==> src/rtl/adder_ctrl_pkg.sv <==
// Shared types and constants for the nibble-serial adder controller.
package adder_ctrl_pkg;

    localparam int unsigned NIBBLE = 4;

    typedef enum logic [1:0] {
        IDLE = 2'd0,
        RUN  = 2'd1,
        DONE = 2'd2
    } adder_state_t;

endpackage

==> src/rtl/nibble_adder.sv <==
// Combinational 4-bit ripple-carry slice shared by the serial adder controller.
module nibble_adder
    import adder_ctrl_pkg::*;
(
    input  logic [NIBBLE-1:0] a,
    input  logic [NIBBLE-1:0] b,
    input  logic              cin,
    output logic [NIBBLE-1:0] sum,
    output logic              cout
);

    always_comb begin
        logic [NIBBLE:0] c;
        c    = '0;
        sum  = '0;
        c[0] = cin;
        for (int i = 0; i < NIBBLE; i++) begin
            sum[i]   = a[i] ^ b[i] ^ c[i];
            c[i+1]   = (a[i] & b[i]) | (c[i] & (a[i] ^ b[i]));
        end
        cout = c[NIBBLE];
    end

endmodule

==> src/rtl/nibble_serial_adder_ctrl.sv <==
// Multi-cycle WIDTH-bit adder: one nibble per cycle through a shared 4-bit slice.
// Optional macro SUB_EN adds the sub port (a - b via a + ~b + 1).
module nibble_serial_adder_ctrl
    import adder_ctrl_pkg::*;
#(
    parameter int unsigned WIDTH = 16
) (
    input  logic             clk,
    input  logic             rst,
    input  logic             start,
    input  logic [WIDTH-1:0] a,
    input  logic [WIDTH-1:0] b,
    input  logic             cin,
`ifdef SUB_EN
    input  logic             sub,
`endif
    output logic             busy,
    output logic             done,
    output logic [WIDTH-1:0] sum,
    output logic             cout
);

    localparam int unsigned NSLICE = WIDTH / NIBBLE;
    localparam int unsigned CNTW   = (NSLICE > 1) ? $clog2(NSLICE) : 1;
    localparam int unsigned SHW    = CNTW + $clog2(NIBBLE);

    adder_state_t     state_q, state_d;
    logic [CNTW-1:0]  cnt_q, cnt_d;
    logic [WIDTH-1:0] a_q, a_d;
    logic [WIDTH-1:0] b_q, b_d;
    logic             carry_q, carry_d;
    logic [WIDTH-1:0] sum_q, sum_d;
    logic             cout_q, cout_d;
    logic             busy_q, busy_d;
    logic             done_q, done_d;

    logic              op_sub;
    logic [SHW-1:0]    sh;
    logic [NIBBLE-1:0] sl_a, sl_b, sl_s;
    logic              sl_c;

`ifdef SUB_EN
    assign op_sub = sub;
`else
    assign op_sub = 1'b0;
`endif

    // Bit offset of the nibble currently being processed.
    assign sh   = SHW'(cnt_q) << $clog2(NIBBLE);
    assign sl_a = NIBBLE'(a_q >> sh);
    assign sl_b = NIBBLE'(b_q >> sh);

    nibble_adder u_slice (
        .a    (sl_a),
        .b    (sl_b),
        .cin  (carry_q),
        .sum  (sl_s),
        .cout (sl_c)
    );

    always_comb begin
        state_d = state_q;
        cnt_d   = cnt_q;
        a_d     = a_q;
        b_d     = b_q;
        carry_d = carry_q;
        sum_d   = sum_q;
        cout_d  = cout_q;
        busy_d  = 1'b0;
        done_d  = 1'b0;

        unique case (state_q)
            IDLE: begin
                if (start) begin
                    a_d     = a;
                    b_d     = op_sub ? ~b : b;
                    carry_d = op_sub ? 1'b1 : cin;
                    sum_d   = '0;
                    cnt_d   = '0;
                    state_d = RUN;
                end
            end
            RUN: begin
                sum_d   = (sum_q & ~(WIDTH'({NIBBLE{1'b1}}) << sh)) | (WIDTH'(sl_s) << sh);
                carry_d = sl_c;
                if (cnt_q == CNTW'(NSLICE - 1)) begin
                    cout_d  = sl_c;
                    state_d = DONE;
                end else begin
                    cnt_d = cnt_q + CNTW'(1);
                end
            end
            DONE: begin
                state_d = IDLE;
            end
            default: begin
                state_d = IDLE;
            end
        endcase

        // Flags registered alongside the state they describe.
        busy_d = (state_d != IDLE);
        done_d = (state_d == DONE);
    end

    always_ff @(posedge clk) begin
        if (rst) begin
            state_q <= IDLE;
            cnt_q   <= '0;
            a_q     <= '0;
            b_q     <= '0;
            carry_q <= 1'b0;
            sum_q   <= '0;
            cout_q  <= 1'b0;
            busy_q  <= 1'b0;
            done_q  <= 1'b0;
        end else begin
            state_q <= state_d;
            cnt_q   <= cnt_d;
            a_q     <= a_d;
            b_q     <= b_d;
            carry_q <= carry_d;
            sum_q   <= sum_d;
            cout_q  <= cout_d;
            busy_q  <= busy_d;
            done_q  <= done_d;
        end
    end

    assign busy = busy_q;
    assign done = done_q;
    assign sum  = sum_q;
    assign cout = cout_q;

endmodule

==> config.mk <==
export PLATFORM = sky130hd
export DESIGN_NAME = nibble_serial_adder_ctrl
export DESIGN_NICKNAME = d
export VERILOG_FILES = /design/src/rtl/adder_ctrl_pkg.sv /design/src/rtl/nibble_adder.sv /design/src/rtl/nibble_serial_adder_ctrl.sv
export SDC_FILE = /design/constraint.sdc
export NUM_CORES = 1
export LEC_CHECK = 0
export ABC_AREA = 1
export CAP_MARGIN = 25
export CORE_MARGIN = 4
export CORE_UTILIZATION = 38
export CTS_CLUSTER_SIZE = 28
export DETAILED_ROUTE_END_ITERATION = 12
export HOLD_SLACK_MARGIN = 0.06
export SLEW_MARGIN = 20
export SYNTH_ARGS = -nofsm -noshare
export SYNTH_HDL_FRONTEND = slang
export SYNTH_SLANG_ARGS = --single-unit
==> constraint.sdc <==
create_clock -name clk -period 4.56 [get_ports clk]
set_clock_uncertainty 0.05 [all_clocks]
set_input_delay 0.684 -clock clk [delete_from_list [all_inputs] [get_ports clk]]
set_output_delay 0.684 -clock clk [all_outputs]
set_load 0.01 [all_outputs]
==> PnR_summary.wiki, run 1 <==
{| class="wikitable"
! Metric !! Value
|-
| Netlist Area Pre-Place || 2750 µm²
|-
| Total core area || a little under 7000 µm²
|-
| Slew of the pin with the lowest slew margin || between 800 and 900 ps
|-
| Via/cell ratio || between 4 and 5
|-
| Average detailed-routed wire length per instance || between 10 and 15 µm
|-
| Critical register-to-register path endpoint || sum[15]$_SDFFE_PP0P_
|-
| Unrepaired setup endpoints after global routing || false
|-
| Hold buffer count at CTS || 0
|-
| Critical path buffer and inverter count || 1
|-
| Ys flop type || sky130_fd_sc_hd__dfxtp_1
|-
| Proportion of register bits with asynchronous set or reset after synthesis || 0
|-
| Most prevalent standard cell on the critical path || sky130_fd_sc_hd__fa_1
|-
| CTS Buf Count || 5
|-
| Number of fill cells || 699
|-
| Count of flip-flops with a built-in enable after synthesis || 0
|-
| Post-synthesis register bit count || 56
|-
| Clk pin slew, worst setup/hold paths || around 100 ps
|-
| Power density cells || ~320 nW/µm²
|-
| List of cells traversed by the critical path || inv_2 -> o21ai_0 -> o22ai_1 -> fa_1 -> fa_1 -> fa_1 -> fa_1 -> nand2_1 -> o21ai_1 -> nand2_2 -> a21oi_2
|-
| Remaining number of nets flagged by the antenna check after routing || 0
|-
| Pin count of the biggest net entering global routing || 36
|-
| Total wire length || 6010 µm
|-
| Post-synth top cells || sky130_fd_sc_hd__nor2_1, sky130_fd_sc_hd__dfxtp_1, sky130_fd_sc_hd__nand2_1
|-
| Resize count post-CTS || 0
|-
| R2R Path Start || cnt_q[0]$_SDFFE_PP0P_
|-
| Number of nets produced by synthesis || 402
|-
| WP data required || around 4800 ps
|-
| Total overflow reported by the global router || 0
|-
| Final core utilization || 0.487
|-
| Portion of the clock cycle consumed by the worst path in the final layout || 0.684
|-
| Maximum achievable frequency || approximately 320 MHz
|-
| Status || complete, no violations
|-
| Worst hold stages || 2
|-
| Hold path endpoint || b_q[8]$_SDFFE_PP0P_
|-
| Placement Rows || 30
|-
| Clk sink count || 56
|-
| Worst-skew pair later-pin latency || 310 ps
|-
| Top delay family on crit path || adder cells
|-
| DR vias || between 2000 and 2500
|-
| Final Net Count || about 440
|-
| Setup violation total in the final timing report || 0
|-
| Post-CTS setup buffer count || 0
|-
| Final Hold Vio Count || 0
|-
| Count of final max-slew check failures || 0
|-
| TritonCTS clock tree || built
|-
| Max transition margin || 0.465
|-
| Worst setup SP type || flop
|-
| CP Class || flop to flop
|-
| Mean Syn Cell Area || 7.69 µm²
|-
| Overall routing resource usage || 0.149
|-
| Proportion of netlist area held by the largest area contributor || 0.407
|-
| Reported max-cap violation count || 0
|-
| Global-route wire length before repair || between 10000 and 15000 µm
|-
| Antenna violations before repair || 0
|-
| Seq/Total Area, Yosys || 0.407
|-
| Number of global-route vias before repair || roughly 2200
|-
| Total Power || 0.00108 W
|-
| Number of antenna diodes || 0
|-
| Min cycle time layout || roughly 3100 ps
|-
| Max H-tree Level || 2
|-
| Slowest library cell on the worst path || sky130_fd_sc_hd__fa_1
|-
| Number of cells on the worst reg-to-reg path || 11
|-
| CP Max Fanout || 28
|-
| Leak Pwr || around 1.3 nW
|-
| Yosys top cell by area || sky130_fd_sc_hd__dfxtp_1
|-
| Path category of the worst min-delay check || flop to flop
|-
| Worst Min Path Start || b_q[8]$_SDFFE_PP0P_
|-
| Reg-to-reg setup timing slack || 1440 ps
|-
| Detailed-routing iteration count for the pre-antenna-repair pass || 4
|-
| Biggest cell delay along the critical path || about 540 ps
|-
| Number of port buffers || 54
|-
| Remaining design rule violation count || 0
|-
| Post-route cell area || between 3000 and 4000 µm²
|-
| Cell with the most instances after synthesis || sky130_fd_sc_hd__nor2_1
|-
| Full die area || 8670 µm²
|-
| Bufs on Longest Clock Path || 2
|-
| Top-level port count || 55
|-
| Share of final-layout standard cells stronger than drive strength 1 || 0.135
|-
| Initial cell density of the core || 0.398
|-
| Half-perimeter wire length after placement || approximately 4500 µm
|-
| Vertical extent of the die || roughly 93 µm
|-
| Number of standard cells after synthesis || between 300 and 400
|-
| Initial detailed-routing violation count || between 100 and 150
|-
| Layout overhead on the synthesized area || 22.2%
|-
| Endpoint arrival time on the critical path || between 3000 and 4000 ps
|-
| Setup TNS Final || 0 ps
|-
| Crit end category || flop
|-
| Area after detailed placement || approximately 3300 µm²
|-
| Synthesis warning total || 0
|-
| Leading cell types by total area after synthesis || sky130_fd_sc_hd__dfxtp_1, sky130_fd_sc_hd__nor2_1, sky130_fd_sc_hd__o21ai_0, sky130_fd_sc_hd__nand2_1, sky130_fd_sc_hd__nand3_2
|-
| GPL Wtd Cong || 0.772
|-
| Largest vdd supply drop || 0.119 mV
|-
| Number of library cell types mapped by synthesis || 29
|-
| X dimension of the die || between 90 and 100 µm
|-
| CTS Root Buffer Type || sky130_fd_sc_hd__clkbuf_8
|}
## cells in the final DEF, fill, tap and decap left out, types with 4 or more instances in the layout
master | Yosys | layout
sky130_fd_sc_hd__clkdlybuf4s50_1 | 0 | 54
sky130_fd_sc_hd__inv_1 | 9 | 9
sky130_fd_sc_hd__o21ai_0 | 38 | 38
sky130_fd_sc_hd__o21ai_1 | 19 | 19
sky130_fd_sc_hd__a21oi_2 | 11 | 11
sky130_fd_sc_hd__nor2_1 | 88 | 88
sky130_fd_sc_hd__nand2_2 | 11 | 11
sky130_fd_sc_hd__nand3_2 | 10 | 10
sky130_fd_sc_hd__nand2_1 | 39 | 39
sky130_fd_sc_hd__o22ai_1 | 8 | 8
sky130_fd_sc_hd__dfxtp_1 | 56 | 56
sky130_fd_sc_hd__nand3_1 | 19 | 19
sky130_fd_sc_hd__fa_1 | 4 | 4
sky130_fd_sc_hd__clkbuf_8 | 0 | 5
sky130_fd_sc_hd__a21oi_1 | 9 | 9
sky130_fd_sc_hd__ha_1 | 4 | 4
## worst max-delay path by stage
stage	cells after the start	start	slack (ps)	to
after global routing	11	cnt_q[0]$_SDFFE_PP0P_	1210	sum[15]$_SDFFE_PP0P_
after CTS	11	cnt_q[0]$_SDFFE_PP0P_	1430	sum[15]$_SDFFE_PP0P_
after floorplan	13	cnt_q[1]$_SDFFE_PP0P_	1540	sum[15]$_SDFFE_PP0P_
after global placement	11	cnt_q[0]$_SDFFE_PP0P_	1560	sum[15]$_SDFFE_PP0P_
after detailed placement	11	cnt_q[0]$_SDFFE_PP0P_	1460	sum[7]$_SDFFE_PP0P_
final	11	cnt_q[0]$_SDFFE_PP0P_	1440	sum[15]$_SDFFE_PP0P_
## power by group
group	switching, W	total, W	internal, W
Combinational	0.000146	0.000259	0.000112
Clock	0.000167	0.000277	0.000110
Sequential	0.0000223	0.000544	0.000522
## worst register-to-register path, stage by stage, from the launching register on
cell and delay, ps:
sky130_fd_sc_hd__dfxtp_1 360, sky130_fd_sc_hd__inv_2 180, sky130_fd_sc_hd__o21ai_0 230, sky130_fd_sc_hd__o22ai_1 120, sky130_fd_sc_hd__fa_1 420, sky130_fd_sc_hd__fa_1 390, sky130_fd_sc_hd__fa_1 390, sky130_fd_sc_hd__fa_1 540
sky130_fd_sc_hd__nand2_1 80, sky130_fd_sc_hd__o21ai_1 150, sky130_fd_sc_hd__nand2_2 60, sky130_fd_sc_hd__a21oi_2 100
## sequential cells by signal, summed over array words and instances (netlist names)
signal and flops:
a_q 16, b_q 16, busy 1, carry_q 1, cnt_q 2, cout 1
done 1, state_q 2, sum 16
## cell families (layout without fill, tap and decap cells)
kind of cell / after synthesis / in the layout / share of synthesized area
flip-flops: 56 / 56 / 0.407
adder cells (fa/ha/maj): 8 / 8 / 0.0473
AND/OR/NAND/NOR: 172 / 172 / 0.288
AO/OA/AOI/OAI: 86 / 86 / 0.176
buffers and inverters: 36 / 79 / 0.0809
## per-layer routing
metal  vias to the layer above  wire (µm)  track usage
met2                        52       2790        0.235
li1                       1259          -            -
met3                         5        293       0.0306
met1                      1054       2860        0.208
met5                         -          0            0
met4                         0         65       0.0403
## layout make-up
class | count | area (µm²) | share of cell area
clock buffers | 5 | 68.8 | 0.0205
repair buffers | 57 | 563 | 0.167
inverters | 14 | 60.1 | 0.0179
well taps | 96 | 120 | 0.0357
multi-input cells | 266 | 1410 | 0.419
clock inverters | 3 | 22.5 | 0.00670
flip-flops and latches | 56 | 1120 | 0.333
## per-stage QoR
stage,worst slack (ps),hold slack (ps),instances
finish,1440,439,497
CTS,1430,443,497
detailed placement,1460,419,489
global placement,1560,422,489
global route,1210,474,497
floorplan,1540,399,358
Power figures use the tool's default switching activity.
==> run 2, diff against run 1 <==
==> constraint.sdc (replaced) <==
create_clock -name clk -period 2.6 [get_ports clk]
set_clock_uncertainty 0.05 [all_clocks]
set_input_delay 0.39 -clock clk [delete_from_list [all_inputs] [get_ports clk]]
set_output_delay 0.39 -clock clk [all_outputs]
set_load 0.01 [all_outputs]
==> run 2 against run 1 <==
The flow now finishes with violations (negative setup slack). Count of clock-buffer cells in the layout rose by 2. Global-route usage rose by 0.49 points. Combinational power rose by 110%. Clock power rose by 82%. Worst hold slack got worse by 4.3 ps. Register-to-register slack got worse by 1700 ps. Critical path type unchanged. Critical endpoint is now sum[7]$_SDFFE_PP0P_. Largest cell class unchanged. Highest routed layer unchanged.
==> PnR_summary.wiki, run 2 (same netlist as run 1, synthesis figures left out) <==
{| class="wikitable"
! Metric !! Value
|-
| Overall routing resource usage || 0.154
|-
| Status || finished with violations
|-
| Final Hold Vio Count || 0
|-
| Final Net Count || around 460
|-
| Reported max-cap violation count || 0
|-
| Post-route cell area || roughly 3600 µm²
|-
| Top delay family on crit path || adder cells
|-
| Total wire length || between 6000 and 7000 µm
|-
| Setup violation total in the final timing report || 4
|-
| Violations in the final reports || negative setup slack
|-
| Layout overhead on the synthesized area || 29.6%
|-
| Top-level port count || 55
|-
| Antenna violations before repair || 0
|-
| Slowest library cell on the worst path || sky130_fd_sc_hd__fa_2
|-
| Placement Rows || 30
|-
| Number of global-route vias before repair || between 2000 and 2500
|-
| X dimension of the die || around 93 µm
|-
| Share of final-layout standard cells stronger than drive strength 1 || 0.205
|-
| Max transition margin || 0.764
|-
| CP Class || flop to flop
|-
| List of cells traversed by the critical path || buf_4 -> nor2_4 -> o22ai_2 -> fa_2 -> fa_2 -> fa_2 -> fa_2 -> nand2_2 -> o21ai_2 -> nand2_2 -> a21oi_2
|-
| Number of logic stages on the critical path including buffering || 11
|-
| Minimum setup slack in the final design || -223 ps
|-
| WP data required || roughly 2800 ps
|-
| Clk sink count || 56
|-
| Min cycle time layout || between 2000 and 3000 ps
|-
| TritonCTS clock tree || built
|-
| Global-route wire length before repair || between 10000 and 15000 µm
|-
| Maximum achievable frequency || 354 MHz
|-
| Hold buffer count at CTS || 0
|-
| Count of final max-slew check failures || 0
|-
| Setup TNS Final || -757 ps
|-
| Remaining design rule violation count || 0
|-
| Initial detailed-routing violation count || 63
|-
| Area after detailed placement || 3370 µm²
|-
| Most common cell after layout, fill and taps aside || sky130_fd_sc_hd__nor2_1
|-
| Slew of the pin with the lowest slew margin || approximately 350 ps
|-
| Half-perimeter wire length after placement || 4810 µm
|-
| Number of fill cells || just over 700
|-
| Via/cell ratio || around 4.8
|-
| Crit end category || flop
|-
| Detailed-routing iteration count for the pre-antenna-repair pass || 4
|-
| Remaining number of nets flagged by the antenna check after routing || 0
|-
| Endpoint arrival time on the critical path || slightly above 3000 ps
|-
| Most prevalent standard cell on the critical path || sky130_fd_sc_hd__fa_2
|-
| Multi-input gate area in the final layout || approximately 1500 µm²
|-
| DR vias || between 2000 and 2500
|-
| Largest vdd supply drop || 0.247 mV
|-
| Power density cells || approximately 560 nW/µm²
|-
| Total overflow reported by the global router || 0
|-
| GPL Wtd Cong || 0.886
|-
| Critical path buffer and inverter count || 1
|-
| Number of cells on the worst reg-to-reg path || 11
|-
| Number of port buffers || 54
|-
| Worst-skew pair later-pin latency || around 320 ps
|-
| Total core area || 6910 µm²
|-
| Initial cell density of the core || 0.398
|-
| CTS Buf Count || 5
|-
| Max H-tree Level || 2
|-
| Worst setup SP type || flop
|-
| Area taken by flip-flops and latches || approximately 1100 µm²
|-
| Full die area || about 8700 µm²
|-
| Vertical extent of the die || ~93 µm
|-
| Clk pin slew, worst setup/hold paths || 100 ps
|-
| Number of antenna diodes || 0
|-
| Biggest cell delay along the critical path || between 500 and 600 ps
|-
| Total Power || between 0.0015 and 0.002 W
|-
| Unrepaired setup endpoints after global routing || true
|-
| Pin count of the biggest net entering global routing || 36
|-
| CTS Root Buffer Type || sky130_fd_sc_hd__clkbuf_8
|-
| Path category of the worst min-delay check || flop to flop
|-
| Final core utilization || 0.516
|-
| Hold Slack || approximately 440 ps
|-
| Most used cells in the layout excluding fill and tap cells || sky130_fd_sc_hd__nor2_1, sky130_fd_sc_hd__dfxtp_1, sky130_fd_sc_hd__clkdlybuf4s50_1
|-
| Worst hold stages || 2
|-
| Portion of the clock cycle consumed by the worst path in the final layout || 1.09
|-
| Bufs on Longest Clock Path || 2
|-
| Leak Pwr || 1.35 nW
|-
| Average detailed-routed wire length per instance || 12.8 µm
|-
| CP Max Fanout || 5
|}
-- run 2: path summary, 6_finish.rpt --
| kind | from | endpoint | slack, ps |
|---|---|---|---|
| hold reg to reg | b_q[5]$_SDFFE_PP0P_ | b_q[5]$_SDFFE_PP0P_ | 440 |
| setup reg to reg | cnt_q[0]$_SDFFE_PP0P_ | sum[7]$_SDFFE_PP0P_ | -220 |
| setup / recovery | cnt_q[0]$_SDFFE_PP0P_ | sum[7]$_SDFFE_PP0P_ | -220 |
| hold / removal | b_q[5]$_SDFFE_PP0P_ | b_q[5]$_SDFFE_PP0P_ | 440 |
-- run 2: layout make-up --
class                   count  area share
inverters                  14      0.0196
clock inverters             1     0.00210
multi-input cells         266       0.416
repair buffers             71       0.188
clock buffers               7      0.0242
well taps                  96      0.0337
flip-flops and latches     56       0.316
-- run 2: report_power, final --
group          internal, W  total, W  switching [W]
registers         0.000916  0.000963      0.0000467
logic             0.000248  0.000531       0.000283
clock network     0.000217  0.000503       0.000285
-- run 2: repair_timing --
| item | CTS | global route |
|---|---|---|
| setup buffers | 2 | 1 |
| resized for setup | 10 | 16 |
| endpoints found under the setup margin | 10 | 10 |
| pin swaps | 7 | 4 |
-- run 2: per-stage QoR --
stage / setup slack (ps) / instances
6_report: -223 / 511
5_1_grt: -329 / 511
4_1_cts: -201 / 510
3_5_place_dp: -432 / 500
3_3_place_gp: -222 / 500
2_1_floorplan: -258 / 358
-- run 2: routing by layer --
layer,GRT usage,up-vias,share of wire
li1,-,1286,-
met1,0.198,1091,0.47
met2,0.257,51,0.48
met3,0.0298,8,0.038
met4,0.0562,0,0.013
met5,0,-,0
-- run 2: worst reg2reg max path, cell delays in order (launching register included) --
cell and delay (ps):
sky130_fd_sc_hd__dfxtp_4 390, sky130_fd_sc_hd__buf_4 150, sky130_fd_sc_hd__nor2_4 100, sky130_fd_sc_hd__o22ai_2 80
sky130_fd_sc_hd__fa_2 370, sky130_fd_sc_hd__fa_2 360, sky130_fd_sc_hd__fa_2 350, sky130_fd_sc_hd__fa_2 570
sky130_fd_sc_hd__nand2_2 70, sky130_fd_sc_hd__o21ai_2 120, sky130_fd_sc_hd__nand2_2 60, sky130_fd_sc_hd__a21oi_2 100
